**config.mk**
```make
export PLATFORM = sky130hd
export DESIGN_NAME = hazard_fwd_unit
export DESIGN_NICKNAME = d
export VERILOG_FILES = /design/src/rtl/hazard_pkg.sv /design/src/rtl/hazard_scoreboard.sv /design/src/rtl/hazard_fwd_unit.sv
export SDC_FILE = /design/constraint.sdc
export NUM_CORES = 1
export LEC_CHECK = 0
export ABC_AREA = 1
export ABC_CLOCK_PERIOD_IN_PS = 2200
export BUFFER_PORTS_ARGS = -buffer_cell sky130_fd_sc_hd__buf_4
export CORE_AREA = 2 2 73 75
export DETAILED_ROUTE_END_ITERATION = 16
export DIE_AREA = 0 0 75 77
export GPL_TIMING_DRIVEN = 0
export PLACE_DENSITY = 0.72
export SLEW_MARGIN = 20
export SYNTH_ARGS = -nofsm -noshare
export SYNTH_HDL_FRONTEND = slang
export SYNTH_SLANG_ARGS = --single-unit
```
**constraint.sdc**
```tcl
create_clock -name i_clk -period 2.2 [get_ports i_clk]
set_input_delay 0.33 -clock i_clk [delete_from_list [all_inputs] [get_ports i_clk]]
set_output_delay 0.33 -clock i_clk [all_outputs]
set_load 0.02 [all_outputs]
```
**src/rtl/hazard_pkg.sv**
```systemverilog
// Shared types, RV32I opcode constants and the per-source forwarding resolver
// for the hazard/forwarding unit.
package hazard_pkg;

    typedef enum logic [1:0] {
        FWD_RF  = 2'd0,
        FWD_WB  = 2'd1,
        FWD_MEM = 2'd2,
        FWD_EX  = 2'd3
    } fwd_sel_e;

    typedef enum logic [1:0] {
        WB_PC4  = 2'd0,
        WB_ALU  = 2'd1,
        WB_LSU  = 2'd2,
        WB_RSVD = 2'd3
    } wb_sel_e;

    localparam logic [6:0] OPC_LUI    = 7'b0110111;
    localparam logic [6:0] OPC_AUIPC  = 7'b0010111;
    localparam logic [6:0] OPC_JAL    = 7'b1101111;
    localparam logic [6:0] OPC_JALR   = 7'b1100111;
    localparam logic [6:0] OPC_BRANCH = 7'b1100011;
    localparam logic [6:0] OPC_LOAD   = 7'b0000011;
    localparam logic [6:0] OPC_STORE  = 7'b0100011;
    localparam logic [6:0] OPC_OP_IMM = 7'b0010011;
    localparam logic [6:0] OPC_OP     = 7'b0110011;
    localparam logic [6:0] OPC_FENCE  = 7'b0001111;
    localparam logic [6:0] OPC_SYSTEM = 7'b1110011;

    typedef struct packed {
        logic       vld;
        logic [4:0] rd;
        logic       alu_cls;
    } sb_entry_t;

    localparam int SB_W = $bits(sb_entry_t);

    typedef struct packed {
        logic     haz;
        fwd_sel_e sel;
    } fwd_res_t;

    function automatic logic uses_rs1(input logic [6:0] opc);
        return !(opc inside {OPC_LUI, OPC_AUIPC, OPC_JAL});
    endfunction

    function automatic logic uses_rs2(input logic [6:0] opc);
        return opc inside {OPC_OP, OPC_STORE, OPC_BRANCH};
    endfunction

    // Youngest producer wins; a non-ALU result still in EX or MEM is not ready yet.
    function automatic fwd_res_t resolve_src(
        input logic       used,
        input logic [4:0] rs,
        input sb_entry_t  ex,
        input sb_entry_t  mem,
        input logic       wb_vld,
        input logic [4:0] wb_rd
    );
        fwd_res_t res;
        res.haz = 1'b0;
        res.sel = FWD_RF;
        if (used && (rs != 5'd0)) begin
            if (ex.vld && (ex.rd == rs)) begin
                if (ex.alu_cls) res.sel = FWD_EX;
                else            res.haz = 1'b1;
            end else if (mem.vld && (mem.rd == rs)) begin
                if (mem.alu_cls) res.sel = FWD_MEM;
                else             res.haz = 1'b1;
            end else if (wb_vld && (wb_rd == rs)) begin
                res.sel = FWD_WB;
            end
        end
        return res;
    endfunction

endpackage

```
**src/rtl/hazard_scoreboard.sv**
```systemverilog
// Three-slot shadow scoreboard (EX, MEM, WB) that shifts every unfrozen cycle
// and inserts a bubble into EX on a stall or flush.
module hazard_scoreboard
    import hazard_pkg::*;
(
    input  logic            i_clk,
    input  logic            i_reset,
    input  logic            i_freeze,
    input  logic            i_bubble,
    input  logic [SB_W-1:0] i_id_entry,
    output logic [SB_W-1:0] o_ex,
    output logic [SB_W-1:0] o_mem,
    output logic [SB_W-1:0] o_wb
);

    sb_entry_t ex_q, ex_d;
    sb_entry_t mem_q, mem_d;
    sb_entry_t wb_q, wb_d;

    always_comb begin
        // NOTE: every _d defaults to its _q first, so no path leaves it unassigned and infers a latch.
        ex_d  = ex_q;
        mem_d = mem_q;
        wb_d  = wb_q;
        if (!i_freeze) begin
            wb_d  = mem_q;
            mem_d = ex_q;
            if (i_bubble) ex_d = '0;
            else          ex_d = sb_entry_t'(i_id_entry);
        end
    end

    // NOTE: non-blocking so all slots shift on the same edge using their pre-edge values.
    always_ff @(posedge i_clk) begin
        if (i_reset) begin
            ex_q  <= '0;
            mem_q <= '0;
            wb_q  <= '0;
        end else begin
            ex_q  <= ex_d;
            mem_q <= mem_d;
            wb_q  <= wb_d;
        end
    end

    assign o_ex  = ex_q;
    assign o_mem = mem_q;
    assign o_wb  = wb_q;

endmodule

```
**src/rtl/hazard_fwd_unit.sv**
```systemverilog
// Hazard detection and forwarding control for the 5-stage RV32I pipeline.
// Define HAZARD_PERF_CNT_EN to build the stall/flush counters; otherwise both read 0.
module hazard_fwd_unit
    import hazard_pkg::*;
#(
    parameter int CNT_W = 32
) (
    input  logic             i_clk,
    input  logic             i_reset,
    input  logic [31:0]      instr_id,
    input  logic             rd_wren,
    input  logic [1:0]       wb_sel,
    input  logic             pc_sel_ex,
    input  logic             i_stall_ext,
    output logic [1:0]       forward_a,
    output logic [1:0]       forward_b,
    output logic             stall_if,
    output logic             stall_id,
    output logic             flush_id,
    output logic             flush_ex,
    output logic [CNT_W-1:0] stall_cnt,
    output logic [CNT_W-1:0] flush_cnt
);

    logic [6:0] opcode;
    logic [4:0] rs1, rs2, rd_id;
    sb_entry_t  id_entry, sb_ex, sb_mem, sb_wb;
    fwd_res_t   res_a, res_b;
    logic       hazard;
    logic       unused_bits;

    assign opcode = instr_id[6:0];
    assign rd_id  = instr_id[11:7];
    assign rs1    = instr_id[19:15];
    assign rs2    = instr_id[24:20];

    always_comb begin
        id_entry.vld     = rd_wren & (rd_id != 5'd0);
        id_entry.rd      = rd_id;
        id_entry.alu_cls = (wb_sel == WB_ALU);
    end

    hazard_scoreboard u_sb (
        .i_clk      (i_clk),
        .i_reset    (i_reset),
        .i_freeze   (i_stall_ext),
        .i_bubble   (stall_id | flush_ex),
        .i_id_entry (id_entry),
        .o_ex       (sb_ex),
        .o_mem      (sb_mem),
        .o_wb       (sb_wb)
    );

    // A flush wins over a hazard stall: the ID instruction is on the wrong path.
    always_comb begin
        res_a     = resolve_src(uses_rs1(opcode), rs1, sb_ex, sb_mem, sb_wb.vld, sb_wb.rd);
        res_b     = resolve_src(uses_rs2(opcode), rs2, sb_ex, sb_mem, sb_wb.vld, sb_wb.rd);
        hazard    = res_a.haz | res_b.haz;
        flush_ex  = pc_sel_ex & ~i_stall_ext;
        flush_id  = flush_ex;
        stall_id  = hazard & ~pc_sel_ex & ~i_stall_ext;
        stall_if  = stall_id;
        forward_a = hazard ? FWD_RF : res_a.sel;
        forward_b = hazard ? FWD_RF : res_b.sel;
    end

`ifdef HAZARD_PERF_CNT_EN
    logic [CNT_W-1:0] stall_cnt_q, stall_cnt_d;
    logic [CNT_W-1:0] flush_cnt_q, flush_cnt_d;

    // Both strobes are already masked by the freeze, so the counters hold then.
    always_comb begin
        stall_cnt_d = stall_cnt_q;
        flush_cnt_d = flush_cnt_q;
        if (stall_id && !(&stall_cnt_q)) stall_cnt_d = stall_cnt_q + CNT_W'(1);
        if (flush_ex && !(&flush_cnt_q)) flush_cnt_d = flush_cnt_q + CNT_W'(1);
    end

    always_ff @(posedge i_clk) begin
        if (i_reset) begin
            stall_cnt_q <= '0;
            flush_cnt_q <= '0;
        end else begin
            stall_cnt_q <= stall_cnt_d;
            flush_cnt_q <= flush_cnt_d;
        end
    end

    assign stall_cnt = stall_cnt_q;
    assign flush_cnt = flush_cnt_q;
`else
    assign stall_cnt = '0;
    assign flush_cnt = '0;
`endif

    assign unused_bits = ^{instr_id[31:25], instr_id[14:12], sb_wb.alu_cls};

endmodule

```
==> summary.txt, run 1 <==
Run status
  • Status: complete, but fails checks
  • Violated checks: setup timing

STA
  • F_max: around 450 MHz
  • Final critical-path share of the clock period: 100.4%
  • Post-Route Setup TNS: -0.01719 ns
  • Worst hold slack: ~0.36 ns
  • Period minus WS final: between 2 and 2.5 ns
  • Setup violation total in the final timing report: 2
  • Slew headroom: between 60 and 70%
  • Slew @ Worst Pin: 0.5335 ns
  • Final hold vios: 0
  • Final slew viol count: 0
  • Skew final: approximately 0.004 ns
  • Unrepaired setup endpoints after global routing: yes
  • Final WS setup: -0.008658 ns

Critical path
  • Dominant delay contributor by cell family on the critical path: simple AND/OR/NAND/NOR gates
  • CP Data Required Time: 1.87 ns
  • Worst path max stage delay: about 0.4 ns
  • Critical Path Most Common Cell: nand2_2
  • Crit path kind: flip-flop to output port
  • Critical path launch point type: flip-flop
  • Cell Chain, Critical Path: nand2_1 -> a21oi_2 -> nand3_2 -> inv_2 -> nand2_2 -> nand2_2 -> nand2_4 -> and2_4 -> nor3_4 -> buf_6
  • CP Capture Type: output port
  • Max Fanout on Critical Path: 6
  • CP bufs+invs: 2
  • CP max-delay cell: dfxtp_2
  • Crit path arrival time: roughly 1.9 ns

Routing
  • Drt wl/cell: ~10 um
  • Post-route ant nets: 0
  • Via count: 1961
  • DRT Pass-1 Iters: 4
  • M1 WL: between 2000 and 2500 um
  • Post-Route WL: roughly 4900 um
  • First DRT Iteration DRCs: 78
  • Via/cell ratio: 4.146
  • Met3 routed WL: approximately 310 um
  • Top layer reached by signal wires: met4
  • Metal2 WL: 2511 um
  • DRC: 0

Floorplan
  • Total core area: 4977 um2
  • DIE HEIGHT: roughly 77 um
  • Ports: between 100 and 150
  • Initial Util: 39.04%
  • Chip Width: 75 um
  • Site Rows: 26
  • DIE AREA: between 5000 and 6000 um2

Power
  • Max IR drop VDD: approximately 0.00023 V
  • Tot Pwr: 1067 uW
  • Pwr Density: 393.0 nW/um2
  • Leakage: about 0.0014 uW

Synth
  • Synth top area cells: buf_4 25%, dfxtp_1 21%, nand2_1 10%, nor2_1 5.6%, a211oi_1 4.6%
  • Cell taking the most area after synthesis: buf_4
  • Number of synthesized flops with an enable pin: 0
  • Avg Cell Area, Syn: between 6 and 7 um2
  • Post-Syn Area: approximately 2000 um2
  • Post-synth top area share: between 20% and 30%
  • Mapped Cells: slightly below 300
  • Yosys cell types: 34
  • Primary FF master, synth: dfxtp_1
  • Seq/Total Area, Yosys: just over 20%
  • Post-synth ARST share: 0%
  • Number of synthesized register bits: 20
  • Yosys warning count: 0

Final layout
  • Register area: 424.2 um2
  • Layout Utilization: between 50% and 60%
  • N_diodes: 0
  • FILL cells: 486
  • Area of the multi-input gates: approximately 1200 um2
  • Area Growth Syn to Fin: 39.79%
  • Layout cell share with drive strength beyond 1: approximately two fifths
  • Post-layout nets: roughly 440
  • Most frequent cells in the layout: 104 x buf_4, 64 x conb_1, 51 x nand2_1
  • Commonest non-fill, non-tap cell in the layout: buf_4

Global routing
  • First-pass GRT wire length: between 7000 and 8000 um
  • Number of global-route vias before repair: ~1700
  • Gr ovfl total: 0
  • Largest net degree at the start of global routing: 12
  • Antenna violations before repair: 0
  • Total Routing Usage GR: between 10% and 20%

Clock tree
  • CTS Sinks: 20
  • Post-CTS Hold Fix Bufs: 0
  • TritonCTS clock tree: built
  • CTS max path bufs: 2
  • Root Buffer: clkbuf_8
  • Max H-tree Level: 1
  • Clock transition at path regs: ~0.07 ns
  • Clk_lat worst skew: around 0.26 ns
  • Number of buffers created by CTS: 3

Flow run
  • Max-cap violations: 0

Placement
  • Final GP Congestion: roughly 0.9
  • Port buffer count: 35
  • Hpwl dp: slightly above 4000 um
  • Pre-CTS setup slack: 0.04972 ns

Worst hold path
  • Worst Hold Class: primary input to flip-flop
[report_power, final]
part,switching (uW),internal [uW],total [uW]
Clock,123,159,282
Combinational,227,163,390
Sequential,18.2,377,395
[registers in the layout, summed over array words and instances (netlist names)]
name and flops:
u_sb.o_mem 7, u_sb.o_wb 6, u_sb.o_ex 7
[per-stage QoR]
stage | std cells | area (um2)
finish | 473 | 2716
global placement | 463 | 2530
floorplan | 358 | 2180
detailed placement | 463 | 2530
global route | 473 | 2716
CTS | 467 | 2611
[cell usage after synthesis, types with 2 or more instances]
library cell  instances
o22ai_1               3
nand3_2               2
inv_2                10
nand2_1              54
nor2_1               29
o21ai_1               5
nand2_2               4
buf_1                 2
nand3_1               6
o21ai_0               3
nor3_1                5
buf_4                66
a211oi_1             12
a21oi_1              14
dfxtp_1              20
inv_1                23
clkbuf_1              3
xor2_1                5
nand4_1              10
nor2_2                5
[path summary, 6_finish.rpt]
| path | slack (ns) | endpoint | depth (start not counted) | start |
|---|---|---|---|---|
| max | -0.009 | stall_if | 10 | u_sb.o_ex[5] |
| min | 0.36 | u_sb.o_ex[4] | 3 | instr_id[10] |
| max reg2reg | 0.68 | u_sb.o_ex[3] | 8 | u_sb.o_ex[4] |
| min reg2reg | 0.50 | u_sb.o_mem[2] | 2 | u_sb.o_mem[2] |
[worst register-to-register path, cell delays in order (launching register included)]
cell,delay [ns]
dfxtp_4,0.37
xor2_1,0.17
nor2_2,0.19
nand3_2,0.13
nand2_2,0.11
nand3_4,0.11
buf_4,0.17
nand4_1,0.09
a21oi_1,0.07
[metal layers]
| metal | GRT usage (%) | up-vias |
|---|---|---|
| met5 | 0 | - |
| met4 | 3.750 | 0 |
| met3 | 1.445 | 2 |
| met2 | 29.04 | 62 |
| met1 | 21.82 | 860 |
| li1 | - | 1037 |
[cell families after synthesis]
family	share of synthesized area, %
AND/OR/NAND/NOR	31.17
other	0.1930
flip-flops	20.61
buffers and inverters	32.84
AO/OA/AOI/OAI	12.49
XOR/XNOR	2.704
[what timing repair did]
action / CTS / global route
endpoints found under the setup margin: 4 / 6
pin swaps: 5 / 11
resized for setup: 14 / 19
buffers inserted: 1 / 6
[area by class of cell]
class,instances,share of cell area [%]
clock buffer,4,2.027
multi-input combinational,234,43.90
sequential,20,15.61
tap,70,3.224
inverter,33,4.560
buffer,70,18.65
timing repair buffer,42,12.02
Power figures use the tool's default switching activity.
==> run 2: changes to the inputs <==
--- a/config.mk
+++ b/config.mk
@@ -17,3 +17,4 @@
 export SYNTH_ARGS = -nofsm -noshare
 export SYNTH_HDL_FRONTEND = slang
 export SYNTH_SLANG_ARGS = --single-unit
+export TNS_END_PERCENT = 1
==> run 2 against run 1 <==
The flow still finishes with violations (setup timing). Die area did not move. Cell count did not move. Hold slack got worse by 0.0022 ns. Critical path depth did not move. Global-route usage did not move. Clock power rose by 2%. Combinational power barely moved. Maximum frequency barely moved. Register-to-register slack improved by 0.02 ns. Largest power group unchanged. Sequential power barely moved. Clock skew barely moved. Sequential cell count did not move.
==> summary.txt, run 2 (synthesis results as in run 1) <==
Run status
  • Status: complete, but fails checks
  • Violated checks: setup timing

Clock tree
  • Post-CTS Hold Fix Bufs: 0 (unchanged)
  • Clock transition at path regs: 0.08 ns (about the same)
  • CTS Sinks: 20 (unchanged)
  • TritonCTS clock tree: built
  • CTS max path bufs: 2 (unchanged)
  • Root Buffer: clkbuf_8
  • Number of buffers created by CTS: 3 (unchanged)
  • Max H-tree Level: 1 (unchanged)
  • Clk_lat worst skew: 0.26 ns (about the same)

Routing
  • Post-Route WL: 4908 um (-0.41%)
  • DRC: 0 (unchanged)
  • Via/cell ratio: 4.131 (-0.36%)
  • Drt wl/cell: 10.38 um (-0.41%)
  • Post-route ant nets: 0 (unchanged)
  • Met3 routed WL: 303 um (-2.9%)
  • DRT Pass-1 Iters: 4 (unchanged)
  • Metal2 WL: 2470 um (-1.6%)
  • M1 WL: 2116 um (+1.4%)
  • Top layer reached by signal wires: met4
  • Via count: 1954 (-0.36%)
  • First DRT Iteration DRCs: 66 (-15%)

Floorplan
  • DIE HEIGHT: 77 um (unchanged)
  • Chip Width: 75 um (unchanged)
  • Initial Util: 39.04% (unchanged)
  • DIE AREA: 5775 um2 (unchanged)
  • Ports: 111 (unchanged)
  • Site Rows: 26 (unchanged)
  • Total core area: 4977 um2 (unchanged)

Power
  • Leakage: 0.001423 uW (+0.24%)
  • Pwr Density: 396.8 nW/um2 (+0.98%)
  • Tot Pwr: 1071 uW (+0.37%)
  • Max IR drop VDD: 0.0002331 V (about the same)

Final layout
  • Most frequent cells in the layout: 105 x buf_4, 64 x conb_1, 51 x nand2_1
  • Layout Utilization: 54.25% (-0.33 points)
  • N_diodes: 0 (unchanged)
  • FILL cells: 488 (+0.41%)
  • Post-layout nets: 443 (unchanged)
  • Register area: 424.2 um2 (unchanged)
  • Commonest non-fill, non-tap cell in the layout: buf_4
  • Area of the multi-input gates: 1180 um2 (-1.0%)
  • Area Growth Syn to Fin: 38.96%
  • Layout cell share with drive strength beyond 1: 40.45% (-0.25 points)

Global routing
  • Number of global-route vias before repair: 1656 (unchanged)
  • Antenna violations before repair: 0 (unchanged)
  • Total Routing Usage GR: 16.69% (unchanged)
  • Gr ovfl total: 0 (unchanged)
  • First-pass GRT wire length: 7652 um (unchanged)
  • Largest net degree at the start of global routing: 12 (unchanged)

Worst hold path
  • Hold Startpoint: instr_id[8]
  • Worst Hold Class: primary input to flip-flop

Placement
  • Final GP Congestion: 0.9145 (unchanged)
  • Port buffer count: 35 (unchanged)
  • Hpwl dp: 4037 um (unchanged)

STA
  • Slew headroom: 64.72% (+0.28 points)
  • Final critical-path share of the clock period: 100.4% (about the same)
  • F_max: 452.8 MHz (about the same)
  • Unrepaired setup endpoints after global routing: yes
  • Final hold vios: 0 (unchanged)
  • Slew @ Worst Pin: 0.5293 ns (-0.004243 ns)
  • Setup violation total in the final timing report: 2 (unchanged)
  • Post-Route Setup TNS: -0.01634 ns (+0.0008469 ns)
  • Final slew viol count: 0 (unchanged)
  • Period minus WS final: 2.208 ns (-0.0004126 ns)
  • Worst hold slack: 0.3551 ns (-0.002187 ns)
  • Final WS setup: -0.008245 ns (+0.0004126 ns)
  • Skew final: 0.004132 ns (+0.0002447 ns)

Critical path
  • Source of the worst register-to-register timing path: u_sb.o_ex[5]
  • Critical path launch point type: flip-flop
  • CP Data Required Time: 1.87 ns (about the same)
  • Crit path kind: flip-flop to output port
  • CP Capture Type: output port
  • Crit path arrival time: 1.88 ns (about the same)
  • Max Fanout on Critical Path: 6 (unchanged)
  • CP Launch Point: u_sb.o_ex[5]

Flow run
  • Max-cap violations: 0 (unchanged)
[run 2: critical path, cell delays in order (launching register included)]
cell and delay, ns:
dfxtp_2 0.40, nand2_1 0.08, a21oi_2 0.18, nand3_2 0.13
inv_2 0.09, nand2_2 0.06, nand2_2 0.08, nand2_4 0.07
and2_4 0.19, nor3_4 0.20, buf_6 0.15
[run 2: worst paths after layout]
path	endpoint	slack, ns	depth (start not counted)
worst max-delay path	stall_if	-0.008	10
worst min-delay path	u_sb.o_ex[2]	0.36	3
worst max register to register	u_sb.o_ex[3]	0.70	10
worst min register to register	u_sb.o_wb[6]	0.50	2
[run 2: area by class of cell]
type	instances	share of cell area [%]
Multi-Input combinational cell	234	43.70
Buffer	70	18.77
Sequential cell	20	15.71
Timing Repair Buffer	42	11.96
Inverter	33	4.588
Tap cell	70	3.244
Clock buffer	4	2.039
[run 2: layer usage]
metal / vias up / track usage (%)
met5: - / 0
met4: 0 / 3.750
met3: 2 / 1.445
met2: 64 / 29.04
met1: 850 / 21.82
li1: 1038 / -
[run 2: timing repair]
| action | CTS | global route |
|---|---|---|
| gates resized for setup | 14 | 16 |
| endpoints found under the setup margin | 4 | 6 |
| pin swaps | 5 | 10 |
| setup buffers | 1 | 6 |
[run 2: report_power, final]
group	internal (uW)	switching, uW
clock	159	128
combinational	163	225
sequential	377	18.4
total	699	372
[run 2: metrics by stage]
stage	instances	setup slack [ns]	area, um2
3_5_place_dp	463	0.04972	2530
2_1_floorplan	358	0.1825	2180
6_report	473	-0.008245	2700
3_3_place_gp	463	0.07663	2530
4_1_cts	467	0.01927	2611
5_1_grt	473	-0.1360	2700
==> run 3: changes to the inputs <==
--- a/config.mk
+++ b/config.mk
@@ -13,6 +13,7 @@
 export DIE_AREA = 0 0 75 77
 export GPL_TIMING_DRIVEN = 0
 export PLACE_DENSITY = 0.72
+export SETUP_SLACK_MARGIN = 0.15
 export SLEW_MARGIN = 20
 export SYNTH_ARGS = -nofsm -noshare
 export SYNTH_HDL_FRONTEND = slang
==> run 3 against run 2 <==
The run now ends clean. Core utilization up 0.30 points. Maximum frequency rose by 1.7%. Sequential cell count unchanged. Critical path depth shrank 1. Clock skew shrank 0.00063 ns. Cell area grew 0.56%. Cell count up 0.42%. Sequential power is essentially flat. Hold slack improved by 0.0012 ns. Clock power hardly changed. First-iteration DRC count grew 3.0%. Routed wire length down 1.3%. Critical path type unchanged.
==> summary.txt, run 3 (synthesis results as in run 1) <==
Routing
  • DRC: 0 (unchanged)
  • Via count: 1946 (-0.41%)
  • Post-Route WL: 4845 um (-1.3%)
  • Via/cell ratio: 4.097 (-0.83%)
  • Drt wl/cell: 10.20 um (-1.7%)
  • Post-route ant nets: 0 (unchanged)
  • First DRT Iteration DRCs: 68 (+3.0%)
  • DRT Pass-1 Iters: 4 (unchanged)

STA
  • Period minus WS final: 2.170 ns (-0.03779 ns)
  • F_max: 460.7 MHz (+1.7%)
  • Slew headroom: 64.44% (-0.27 points)
  • Setup violation total in the final timing report: 0 (-2)
  • Post-Route Setup TNS: 0 ns (+0.01634 ns)
  • Skew final: 0.003506 ns (-0.0006258 ns)
  • Final critical-path share of the clock period: 98.66% (-1.7 points)
  • Slew @ Worst Pin: 0.5334 ns (+0.004090 ns)
  • Final slew viol count: 0 (unchanged)
  • Worst hold slack: 0.3563 ns (+0.001200 ns)
  • Unrepaired setup endpoints after global routing: yes
  • Final hold vios: 0 (unchanged)

Floorplan
  • DIE AREA: 5775 um2 (unchanged)
  • Ports: 111 (unchanged)
  • Chip Width: 75 um (unchanged)
  • Total core area: 4977 um2 (unchanged)
  • Initial Util: 39.04% (unchanged)
  • Site Rows: 26 (unchanged)
  • DIE HEIGHT: 77 um (unchanged)

Final layout
  • Layout Utilization: 54.55% (+0.30 points)
  • Layout cell share with drive strength beyond 1: 40.49% (+0.047 points)
  • Commonest non-fill, non-tap cell in the layout: buf_4
  • Post-Layout Cell Count: 475 (+0.42%)
  • Area Growth Syn to Fin: 39.73%
  • Post-layout nets: 445 (+0.45%)
  • N_diodes: 0 (unchanged)
  • Most frequent cells in the layout: 108 x buf_4, 64 x conb_1, 52 x nand2_1

Critical path
  • CP Capture Type: output port
  • Flop-to-flop setup slack: 0.70 ns (about the same)
  • Crit path kind: flip-flop to output port
  • Source of the worst register-to-register timing path: u_sb.o_mem[2]
  • Cells on worst reg2reg path: 12 (+2)
  • Max Fanout on Critical Path: 6 (unchanged)
  • Crit path arrival time: 1.84 ns (-0.04 ns)
  • CP Data Required Time: 1.87 ns (about the same)
  • Critical path launch point type: flip-flop
  • R2r endpoint: u_sb.o_ex[5]

Flow run
  • Max-cap violations: 0 (unchanged)

Power
  • Switch Pwr: 371.1 uW (-0.34%)
  • Internal: 700.4 uW (+0.18%)
  • Proportion of power drawn by combinational gates: 36.4% (+0.2 points)
  • Pwr Density: 394.6 nW/um2 (-0.55%)
  • Clock share of power: 26.6% (-0.3 points)
  • Tot Pwr: 1072 uW (about the same)
  • Max IR drop VDD: 0.0002334 V (about the same)
  • Leakage: 0.001425 uW (+0.11%)
  • Flop pwr share: 37.0% (about the same)
  • Net Sw Frac: 34.64% (-0.12 points)

Worst hold path
  • WHS Endpoint: u_sb.o_ex[4]
  • Hold path depth: 3 (unchanged)
  • Hold Startpoint: instr_id[10]
  • Worst Hold Class: primary input to flip-flop

Clock tree
  • Clk_lat worst skew: 0.26 ns (about the same)
  • Max H-tree Level: 1 (unchanged)
  • Post-CTS Hold Fix Bufs: 0 (unchanged)
  • Root Buffer: clkbuf_8
  • CTS max path bufs: 2 (unchanged)
  • Clock transition at path regs: 0.08 ns (about the same)
  • Number of buffers created by CTS: 3 (unchanged)
  • TritonCTS clock tree: built
  • CTS Sinks: 20 (unchanged)

Placement
  • Placed Instances: 463 (unchanged)
  • Port buffer count: 35 (unchanged)
  • Final GP Congestion: 0.9145 (unchanged)
  • Hpwl dp: 4037 um (unchanged)

Global routing
  • Gr ovfl total: 0 (unchanged)
  • Largest net degree at the start of global routing: 12 (unchanged)
  • Antenna violations before repair: 0 (unchanged)
  • Number of global-route vias before repair: 1685 (+1.8%)
  • Total Routing Usage GR: 16.90% (+0.21 points)
  • First-pass GRT wire length: 7755 um (+1.3%)

Run status
  • Status: complete, no violations
## run 3: cell count changes in the layout (fill, tap and decap cells not counted), sizes merged
| cell | delta |
|---|---|
| buf | +2 |
## run 3: what timing repair did
item                                    CTS  global route
pin swaps                                 9             5
setup buffers                             3             5
endpoints found under the setup margin    6             6
gates resized for setup                  17            13
hold endpoints to repair                  0             0
gates cloned                              0             0
## run 3: per-layer routing
metal | vias up | GRT usage, % | routed length [um]
met4 | 0 | 3.750 | 17
met1 | 845 | 21.98 | 2136
met3 | 2 | 1.445 | 284
met5 | - | 0 | 0
met2 | 61 | 29.56 | 2406
li1 | 1038 | - | -
## run 3: cell type report
| cell class | count | area [um2] |
|---|---|---|
| Inverter | 33 | 123.9 |
| Fill cell | 488 | 2262 |
| Clock buffer | 4 | 55.05 |
| Tap cell | 70 | 87.58 |
| Buffer | 71 | 514.2 |
| Sequential cell | 20 | 421.7 |
| Timing Repair Buffer | 43 | 326.6 |
| Multi-Input combinational cell | 234 | 1186 |
## run 3: how the worst max path moves through the flow
stage / cells after the start / startpoint / endpoint
final: 9 / u_sb.o_ex[4] / stall_if
after global routing: 13 / u_sb.o_ex[2] / stall_if
after CTS: 13 / u_sb.o_mem[5] / stall_if
after detailed placement: 14 / instr_id[23] / stall_if
after global placement: 14 / instr_id[23] / stall_if
after floorplan: 8 / u_sb.o_ex[5] / stall_if
## run 3: metrics by stage
step	setup WS, ns	area (um2)
detailed placement	0.04972	2530
finish	0.02954	2715
CTS	-0.01040	2643
global route	-0.09031	2715
floorplan	0.1825	2180
global placement	0.07663	2530
## run 3: power groups by stage
stage / Sequential [uW] / Clock (uW) / Combinational (uW)
CTS: 397 / 293 / 378
finish: 396 / 285 / 390
floorplan: 399 / 0 / 293
detailed placement: 405 / 0 / 374
global route: 399 / 312 / 426
global placement: 405 / 0 / 371
## run 3: critical path, cell delays in order (launching register included)
cell and delay [ns]:
dfxtp_4 0.37, xor2_1 0.16, nor2_2 0.20, nand3_2 0.12, nand2_2 0.10, nand3_4 0.09
and2_4 0.19, nor3_4 0.12, buf_4 0.13, buf_6 0.10
